## src/rtl/tia_bus_pkg.sv

```systemverilog
// Shared types and constants for the 6523-style port-controller bus master.
package tia_bus_pkg;

  localparam int CNT_W = 4;

  localparam logic [2:0] RS_PRA  = 3'd0;
  localparam logic [2:0] RS_PRB  = 3'd1;
  localparam logic [2:0] RS_PRC  = 3'd2;
  localparam logic [2:0] RS_DDRA = 3'd3;
  localparam logic [2:0] RS_DDRB = 3'd4;
  localparam logic [2:0] RS_DDRC = 3'd5;

  typedef enum logic [1:0] {
    ST_IDLE,
    ST_SETUP,
    ST_STROBE,
    ST_HOLD
  } state_e;

endpackage

```

## src/rtl/rr_arb2.sv

```systemverilog
// Two-way round-robin arbiter; the pointer remembers the requester granted last
// and only moves when the grant is actually accepted.
module rr_arb2 (
  input  logic       clk,
  input  logic       _reset,
  input  logic [1:0] valid,
  input  logic       accept,
  output logic [1:0] grant
);

  logic last_q;

  always_comb begin
    grant = 2'b00;
    case (valid)
      2'b01:   grant = 2'b01;
      2'b10:   grant = 2'b10;
      2'b11:   grant = last_q ? 2'b01 : 2'b10;
      default: grant = 2'b00;
    endcase
  end

  // Reset value "last granted was 1" so requester 0 wins the first tie.
  always_ff @(posedge clk or negedge _reset) begin
    if (!_reset) begin
      last_q <= 1'b1;
    end else if (accept) begin
      last_q <= grant[1];
    end
  end

endmodule

```

## src/rtl/tia_bus_master.sv

```systemverilog
// Sequences arbitrated register accesses onto the asynchronous port-controller
// bus with programmable setup / strobe / hold widths; all bus outputs registered.
module tia_bus_master
  import tia_bus_pkg::*;
#(
  parameter int SETUP_CYC  = 1,
  parameter int STROBE_CYC = 2,
  parameter int HOLD_CYC   = 1
) (
  input  logic            clk,
  input  logic            _reset,
  input  logic [1:0]      req_valid,
  input  logic [1:0]      req_write,
  input  logic [1:0][2:0] req_rs,
  input  logic [1:0][7:0] req_wdata,
  output logic [1:0]      req_ready,
  output logic            done,
  output logic            done_id,
  output logic [7:0]      rdata,
  output logic [2:0]      bus_rs,
  output logic            bus_cs_n,
  output logic            bus_write_n,
  output logic [7:0]      bus_dout,
  output logic            bus_doe,
  input  logic [7:0]      bus_din
);

  state_e           state_q;
  logic [CNT_W-1:0] cnt_q;
  logic             id_q;
  logic             done_q;
  logic             done_id_q;
  logic [7:0]       rdata_q;
  logic [2:0]       bus_rs_q;
  logic             bus_cs_n_q;
  logic             bus_write_n_q;
  logic [7:0]       bus_dout_q;
  logic             bus_doe_q;

  logic [1:0] grant;
  logic       accept;
  logic       sel;

  rr_arb2 u_arb (
    .clk    (clk),
    ._reset (_reset),
    .valid  (req_valid),
    .accept (accept),
    .grant  (grant)
  );

  assign req_ready = (state_q == ST_IDLE) ? grant : 2'b00;
  assign accept    = |req_ready;
  assign sel       = grant[1];

  always_ff @(posedge clk or negedge _reset) begin
    if (!_reset) begin
      state_q       <= ST_IDLE;
      cnt_q         <= '0;
      id_q          <= 1'b0;
      done_q        <= 1'b0;
      done_id_q     <= 1'b0;
      rdata_q       <= 8'h00;
      bus_rs_q      <= 3'd0;
      bus_cs_n_q    <= 1'b1;
      bus_write_n_q <= 1'b1;
      bus_dout_q    <= 8'h00;
      bus_doe_q     <= 1'b0;
    end else begin
      done_q <= 1'b0;
      case (state_q)
        ST_IDLE: begin
          // The bus registers double as the latched request for the whole access.
          if (accept) begin
            state_q       <= ST_SETUP;
            cnt_q         <= CNT_W'(SETUP_CYC - 1);
            id_q          <= sel;
            bus_rs_q      <= req_rs[sel];
            bus_write_n_q <= ~req_write[sel];
            bus_doe_q     <= req_write[sel];
            if (req_write[sel]) begin
              bus_dout_q <= req_wdata[sel];
            end
          end
        end
        ST_SETUP: begin
          if (cnt_q == '0) begin
            state_q    <= ST_STROBE;
            cnt_q      <= CNT_W'(STROBE_CYC - 1);
            bus_cs_n_q <= 1'b0;
          end else begin
            cnt_q <= cnt_q - 1'b1;
          end
        end
        ST_STROBE: begin
          if (cnt_q == '0) begin
            state_q    <= ST_HOLD;
            cnt_q      <= CNT_W'(HOLD_CYC - 1);
            bus_cs_n_q <= 1'b1;
            if (bus_write_n_q) begin
              rdata_q <= bus_din;
            end
          end else begin
            cnt_q <= cnt_q - 1'b1;
          end
        end
        ST_HOLD: begin
          if (cnt_q == '0) begin
            state_q       <= ST_IDLE;
            done_q        <= 1'b1;
            done_id_q     <= id_q;
            bus_write_n_q <= 1'b1;
            bus_doe_q     <= 1'b0;
          end else begin
            cnt_q <= cnt_q - 1'b1;
          end
        end
        default: state_q <= ST_IDLE;
      endcase
    end
  end

  assign done        = done_q;
  assign done_id     = done_id_q;
  assign rdata       = rdata_q;
  assign bus_rs      = bus_rs_q;
  assign bus_cs_n    = bus_cs_n_q;
  assign bus_write_n = bus_write_n_q;
  assign bus_dout    = bus_dout_q;
  assign bus_doe     = bus_doe_q;

endmodule

```

## config.mk

```make
export PLATFORM = sky130hd
export DESIGN_NAME = tia_bus_master
export DESIGN_NICKNAME = d
export VERILOG_FILES = /design/src/rtl/tia_bus_pkg.sv /design/src/rtl/rr_arb2.sv /design/src/rtl/tia_bus_master.sv
export SDC_FILE = /design/constraint.sdc
export NUM_CORES = 1
export LEC_CHECK = 0
export CAP_MARGIN = 20
export CORE_UTILIZATION = 23
export CTS_BUF_LIST = sky130_fd_sc_hd__clkbuf_4 sky130_fd_sc_hd__clkbuf_8
export DETAILED_ROUTE_END_ITERATION = 8
export PLACE_DENSITY = 0.47
export SETUP_SLACK_MARGIN = 0.1
export SYNTH_ARGS = -nofsm -noshare
export SYNTH_HDL_FRONTEND = slang
export SYNTH_SLANG_ARGS = --single-unit
```

## constraint.sdc

```tcl
create_clock -name clk -period 1.9 [get_ports clk]
set_input_delay 0.475 -clock clk [delete_from_list [all_inputs] [get_ports clk]]
set_output_delay 0.475 -clock clk [all_outputs]
set_load 0.05 [all_outputs]
```

==> results of run 1 <==
routing by layer:
metal | vias to the layer above | global-route usage
li1 | 671 | -
met1 | 660 | 0.147
met2 | 54 | 0.206
met3 | 7 | 0.0331
met4 | 0 | 0.0555
met5 | - | 0
area by class of cell:
type / instances / area, um2
Inverter: 7 / 26.3
Sequential cell: 32 / 805
Multi-Input combinational cell: 92 / 771
Fill cell: 625 / 3920
Timing Repair Buffer: 81 / 756
Clock buffer: 7 / 96.3
Tap cell: 77 / 96.3
Clock inverter: 1 / 30.0
flip-flops by register name, summed over array words and instances (netlist names):
name and count:
bus_rs 3, done_id 1, bus_dout 8, u_arb.last_q 1, bus_cs_n 1, bus_write_n 1
cnt_q 4, done 1, bus_doe 1, id_q 1, rdata 8, state_q 2
through the flow:
step                      instance area, um2   util
final                                   2580  0.397
after global routing                    2580  0.397
after CTS                               2520  0.389
after detailed placement                2340  0.360
after global placement                  2340  0.360
after floorplan                         1590      -
layout by cell type (no fill, tap or decap), types with 4 or more instances in the layout:
master	instances
mux2_1	9
a21oi_1	11
buf_4	40
ha_1	4
dfrtp_1	29
mux2i_1	12
buf_12	5
inv_1	4
nand2_1	7
clkdlybuf4s50_1	33
o21ai_1	5
a31oi_1	9
clkbuf_8	7
power by group:
| part | total (mW) | internal [mW] | switching (mW) | leakage [nW] |
|---|---|---|---|---|
| Clock | 0.719 | 0.463 | 0.257 | 0.0645 |
| Combinational | 3.04 | 1.25 | 1.79 | 0.724 |
| Sequential | 1.26 | 1.04 | 0.228 | 0.377 |
what timing repair did:
item | CTS | global route
gates resized for setup | 10 | 7
pin swaps | 0 | 1
endpoints found under the setup margin | 3 | 13
buffers inserted | 4 | 5
path summary, 6_finish.rpt:
| path | startpoint | end | slack (ns) | depth (start not counted) |
|---|---|---|---|---|
| setup reg to reg | cnt_q[0]$_DFFE_PN0P_ | cnt_q[0]$_DFFE_PN0P_ | 0.14 | 7 |
| hold reg to reg | rdata[6]$_DFFE_PN0P_ | rdata[6]$_DFFE_PN0P_ | 0.49 | 1 |
| hold / removal | req_valid[0] | u_arb.last_q$_DFFE_PN1P_ | 0.47 | 2 |
| min in group asynchronous | _reset | cnt_q[2]$_DFFE_PN0P_ | 0.59 | 2 |
| max in group asynchronous | _reset | bus_write_n$_DFFE_PN1P_ | 0.97 | 2 |
| setup / recovery | u_arb.last_q$_DFFE_PN1P_ | req_ready[0] | 0.09 | 3 |
cells by family (layout without fill, tap and decap cells):
group                    Yosys count  count (layout)  synth area share
multiplexers                      21              21             0.139
AO/OA/AOI/OAI                     40              40             0.169
adder cells (fa/ha/maj)            6               6            0.0473
buffers and inverters             12              96            0.0394
AND/OR/NAND/NOR                   25              25            0.0985
flip-flops                        32              32             0.507
==> metrics, run 1 <==
Final Max Slew Viols=0; Post-synth top cells=29 x dfrtp_1, 12 x mux2i_1, 11 x a21oi_1; Data arrival, critical path=1.33 ns; Max-Cap Viols=0; FFs w/ async S/R, synth=1.00; die area=7240 um2; Distinct cells, synth=38; Core Region=6490 um2; overall power=5.02 mW; # diodes=0; CP delay by family, top=flip-flops; Hold Buf Count CTS=0; worst path required time=1.42 ns; Seq/Total Area, Yosys=0.507; setup tns final=0 ns; fmax=553 MHz; initial antenna violation count=0; routed vias=1392; # port buffers=61; ranking of synthesized cells by area=dfrtp_1 46%, mux2i_1 7.6%, mux2_1 6.4%; WP buf/inv=1; crit path cell chain=nand2b_4 > and3_4 > buf_12; CP startpoint kind=flip-flop; CTS tree=done; Ports=62; Skew-Pair Late Insertion Delay=0.29 ns; DIE WIDTH=85.1 um; Setup Viol. Count Final=0; CTS root buf=clkbuf_8; Setup crit end kind=output pin; most frequent cell after synthesis=dfrtp_1; nets=261; top-area cell type share of the netlist area=0.457; Syn-to-layout area delta=62.5%; TritonRoute pass-1 iters=4; Tightest Pin Transition=0.422 ns; Top Layer Used=met4; worst vdd ir=954 uV; hold crit path type=in -> reg; RSZ-0062 raised after global routing=yes; met2 routed WL=2120 um; Initial DRC Count=32; number of H-tree levels=2; Min Clock Period, post-route=1.81 ns; Final Cycle Share=0.952; Post-Layout Cell Count=297; critical path class=reg -> out; Slowest cell on crit path=dfstp_2; Slew HR=0.719; Post-DRT Antenna Nets=0; mapped cell area=1590 um2; P_leak=1.17 nW; Clock Path Buffers=2; Setup Skew=0.00832 ns; largest net degree at the start of global routing=33; drt total wl=4350 um; grt total ovfl=0; post-route setup slack=0.0909 ns; routability cong.=0.746; clock transition at the registers of the reported paths=0.06 ns; final hold vios=0; Cells after Synth=136; Post-synth EDFFs=0; warnings from Yosys=0; Pwr Density=1950 nW/um2; Min Hold Slack=0.473 ns; std cell rows=29; Tot GR Track Use=0.123; vias in the first global route=1370; synthesized area per cell=11.7 um2; CP Max Fanout=3; share of cells above drive strength 1=0.341; metal3 WL=270 um; Routed WL per cell=14.6 um; Num CTS Buffers=5; Syn Nets=178; global-route wire length before repair=6780 um; worst slack at placement=-0.189 ns; HPWL Detailed=3190 um; status=finished clean; wl on met1=1870 um; max incr delay on CP=0.58 ns; Clock Sinks=32; post-synth top area cell=dfrtp_1; Vias per Instance=4.69; Seq cells post-synth=32; Main synth FF type=dfrtp_1; placed insts=280; Die H=85.1 um; initial core utilization=0.244; DRC Markers=0
Note: power is estimated with default switching activity, not from simulation.
==> run 2, diff against run 1 <==
CTS_CLUSTER_DIAMETER = 200   (was unset)
MAX_ROUTING_LAYER = met4   (was unset)
SKIP_CTS_REPAIR_TIMING = 1   (was unset)
==> run 2 against run 1 <==
Effect of this change:
- clock-buffer cell count stayed put
- clock skew down 0.0017 ns
- total power about the same
- register-to-register slack gained 0.02 ns
- final cell count decreased by 0.67%
- non-clock buffer count fell by 2
- die area unchanged
- core utilization increased by 0.077 points
- first-iteration DRC count grew 28%
- largest power group unchanged
- combinational power hardly changed
- sequential share of layout area barely moved
- cell area up 0.19%
- critical path type unchanged
- critical endpoint unchanged
==> metrics, run 2 (synthesis gave the netlist of run 1 again) <==
status=finished clean; # port buffers=61 (unchanged); most frequent cells in the layout=38 x buf_4, 33 x clkdlybuf4s50_1, 28 x dfrtp_1; Vias per Instance=4.62 (-1.4%); R2R setup slack=0.16 ns (+0.02 ns); Tightest Pin Transition=0.425 ns (+0.00259 ns); Multi-input gate area=778 um2 (+0.97%); Setup Skew=0.00659 ns (-0.00173 ns); Min Hold Slack=0.492 ns (+0.0190 ns); Post-DRT Antenna Nets=0 (unchanged); Pwr Density=1940 nW/um2 (-0.16%); final hold vios=0 (unchanged); overall power=5.02 mW (about the same); P_leak=1.17 nW (+0.79%); largest net degree at the start of global routing=33 (unchanged); fill count=622 (-0.48%); Ports=62 (unchanged); # diodes=0 (unchanged); hold crit path type=reg -> reg; Tot GR Track Use=0.125 (+0.00225); initial antenna violation count=0 (unchanged); CP Max Fanout=4 (+1); Top Layer Used=met4; Clock Sinks=32 (unchanged); Max-Cap Viols=0 (unchanged); crit path cell chain=nand2b_4 > and3_4 > buf_12; HPWL Detailed=3190 um (unchanged); placed insts=280 (unchanged); CTS tree=done; Routed WL per cell=14.6 um (about the same); global-route wire length before repair=6700 um (-1.2%); drt total wl=4320 um (-0.69%); Core Region=6490 um2 (unchanged); max incr delay on CP=0.59 ns (about the same); Post-Layout Cell Count=295 (-0.67%); metal3 WL=263 um (-2.6%); commonest non-fill, non-tap cell in the layout=buf_4; Min Clock Period, post-route=1.82 ns (+0.0153 ns); Data arrival, critical path=1.35 ns (+0.02 ns); Syn-to-layout area delta=62.8%; Die H=85.1 um (unchanged); fmax=548 MHz (-0.84%); Slowest cell on crit path=dfstp_2; Setup Viol. Count Final=0 (unchanged); Final Max Slew Viols=0 (unchanged); Slew HR=0.717 (-0.00173); worst path required time=1.42 ns (about the same); std cell rows=29 (unchanged); critical path class=reg -> out; CP startpoint kind=flip-flop; vias in the first global route=1346 (-1.8%); Initial DRC Count=41 (+28%); share of cells above drive strength 1=0.330 (-0.0106); TritonRoute pass-1 iters=4 (unchanged); clock transition at the registers of the reported paths=0.07 ns (about the same); Skew-Pair Late Insertion Delay=0.29 ns (about the same); worst vdd ir=963 uV (+0.89%); CTS root buf=clkbuf_8; number of H-tree levels=2 (unchanged); Setup crit end kind=output pin; grt total ovfl=0 (unchanged); met2 routed WL=2080 um (-2.0%); DIE WIDTH=85.1 um (unchanged); routability cong.=0.755 (+1.3%); sequential cell area=806 um2 (+0.16%); initial core utilization=0.244 (unchanged); routed vias=1363 (-2.1%); die area=7240 um2 (unchanged); DRC Markers=0 (unchanged); wl on met1=1890 um (+1.2%); RSZ-0062 raised after global routing=yes; Final Cycle Share=0.960 (+0.00803); Clock Path Buffers=2 (unchanged); nets=259 (-0.77%); Num CTS Buffers=5 (unchanged)
run 2: power by group:
part | total (mW) | switching (mW) | leakage (nW) | internal, mW
Clock | 0.719 | 0.256 | 0.0645 | 0.463
Combinational | 3.03 | 1.79 | 0.734 | 1.24
Sequential | 1.27 | 0.237 | 0.376 | 1.04
run 2: final timing paths:
kind / cells after the start / start / endpoint
max: 3 / u_arb.last_q$_DFFE_PN1P_ / req_ready[0]
max reg2reg: 6 / cnt_q[0]$_DFFE_PN0P_ / cnt_q[0]$_DFFE_PN0P_
min: 1 / rdata[6]$_DFFE_PN0P_ / rdata[6]$_DFFE_PN0P_
min in group asynchronous: 2 / _reset / cnt_q[2]$_DFFE_PN0P_
min reg2reg: 1 / rdata[6]$_DFFE_PN0P_ / rdata[6]$_DFFE_PN0P_
max in group asynchronous: 2 / _reset / bus_write_n$_DFFE_PN1P_
run 2: critical path, delay by kind of cell, from the launching register on:
family | cells | cell delay (ns)
DFF | 1 | 0.59
buffers and inverters | 1 | 0.13
and+or+nand+nor | 2 | 0.34
run 2: cell type report:
type,instances,share of cell area
Sequential cell,32,0.312
Multi-Input combinational cell,92,0.301
Timing Repair Buffer,79,0.291
Clock buffer,7,0.0373
Tap cell,77,0.0373
Clock inverter,1,0.0116
Inverter,7,0.0102
run 2: through the flow:
stage	util	instance area [um2]	setup slack, ns	setup TNS [ns]
global placement	0.360	2340	-0.160	-1.79
finish	0.398	2580	0.0756	0
CTS	0.380	2470	-0.160	-0.307
detailed placement	0.360	2340	-0.189	-2.20
floorplan	-	1590	0.101	0
global route	0.398	2580	0.0329	0
run 2: per-layer routing:
metal | GRT usage | vias to the layer above
met3 | 0.0331 | 9
met1 | 0.145 | 637
met5 | - | -
met4 | 0.0555 | 0
met2 | 0.203 | 53
li1 | - | 664
==> run 3, diff against run 2 <==
SLEW_MARGIN = 25   (was unset)
==> results of run 3 <==
The final DEF is identical to that of run 2; final timing and power are the same.
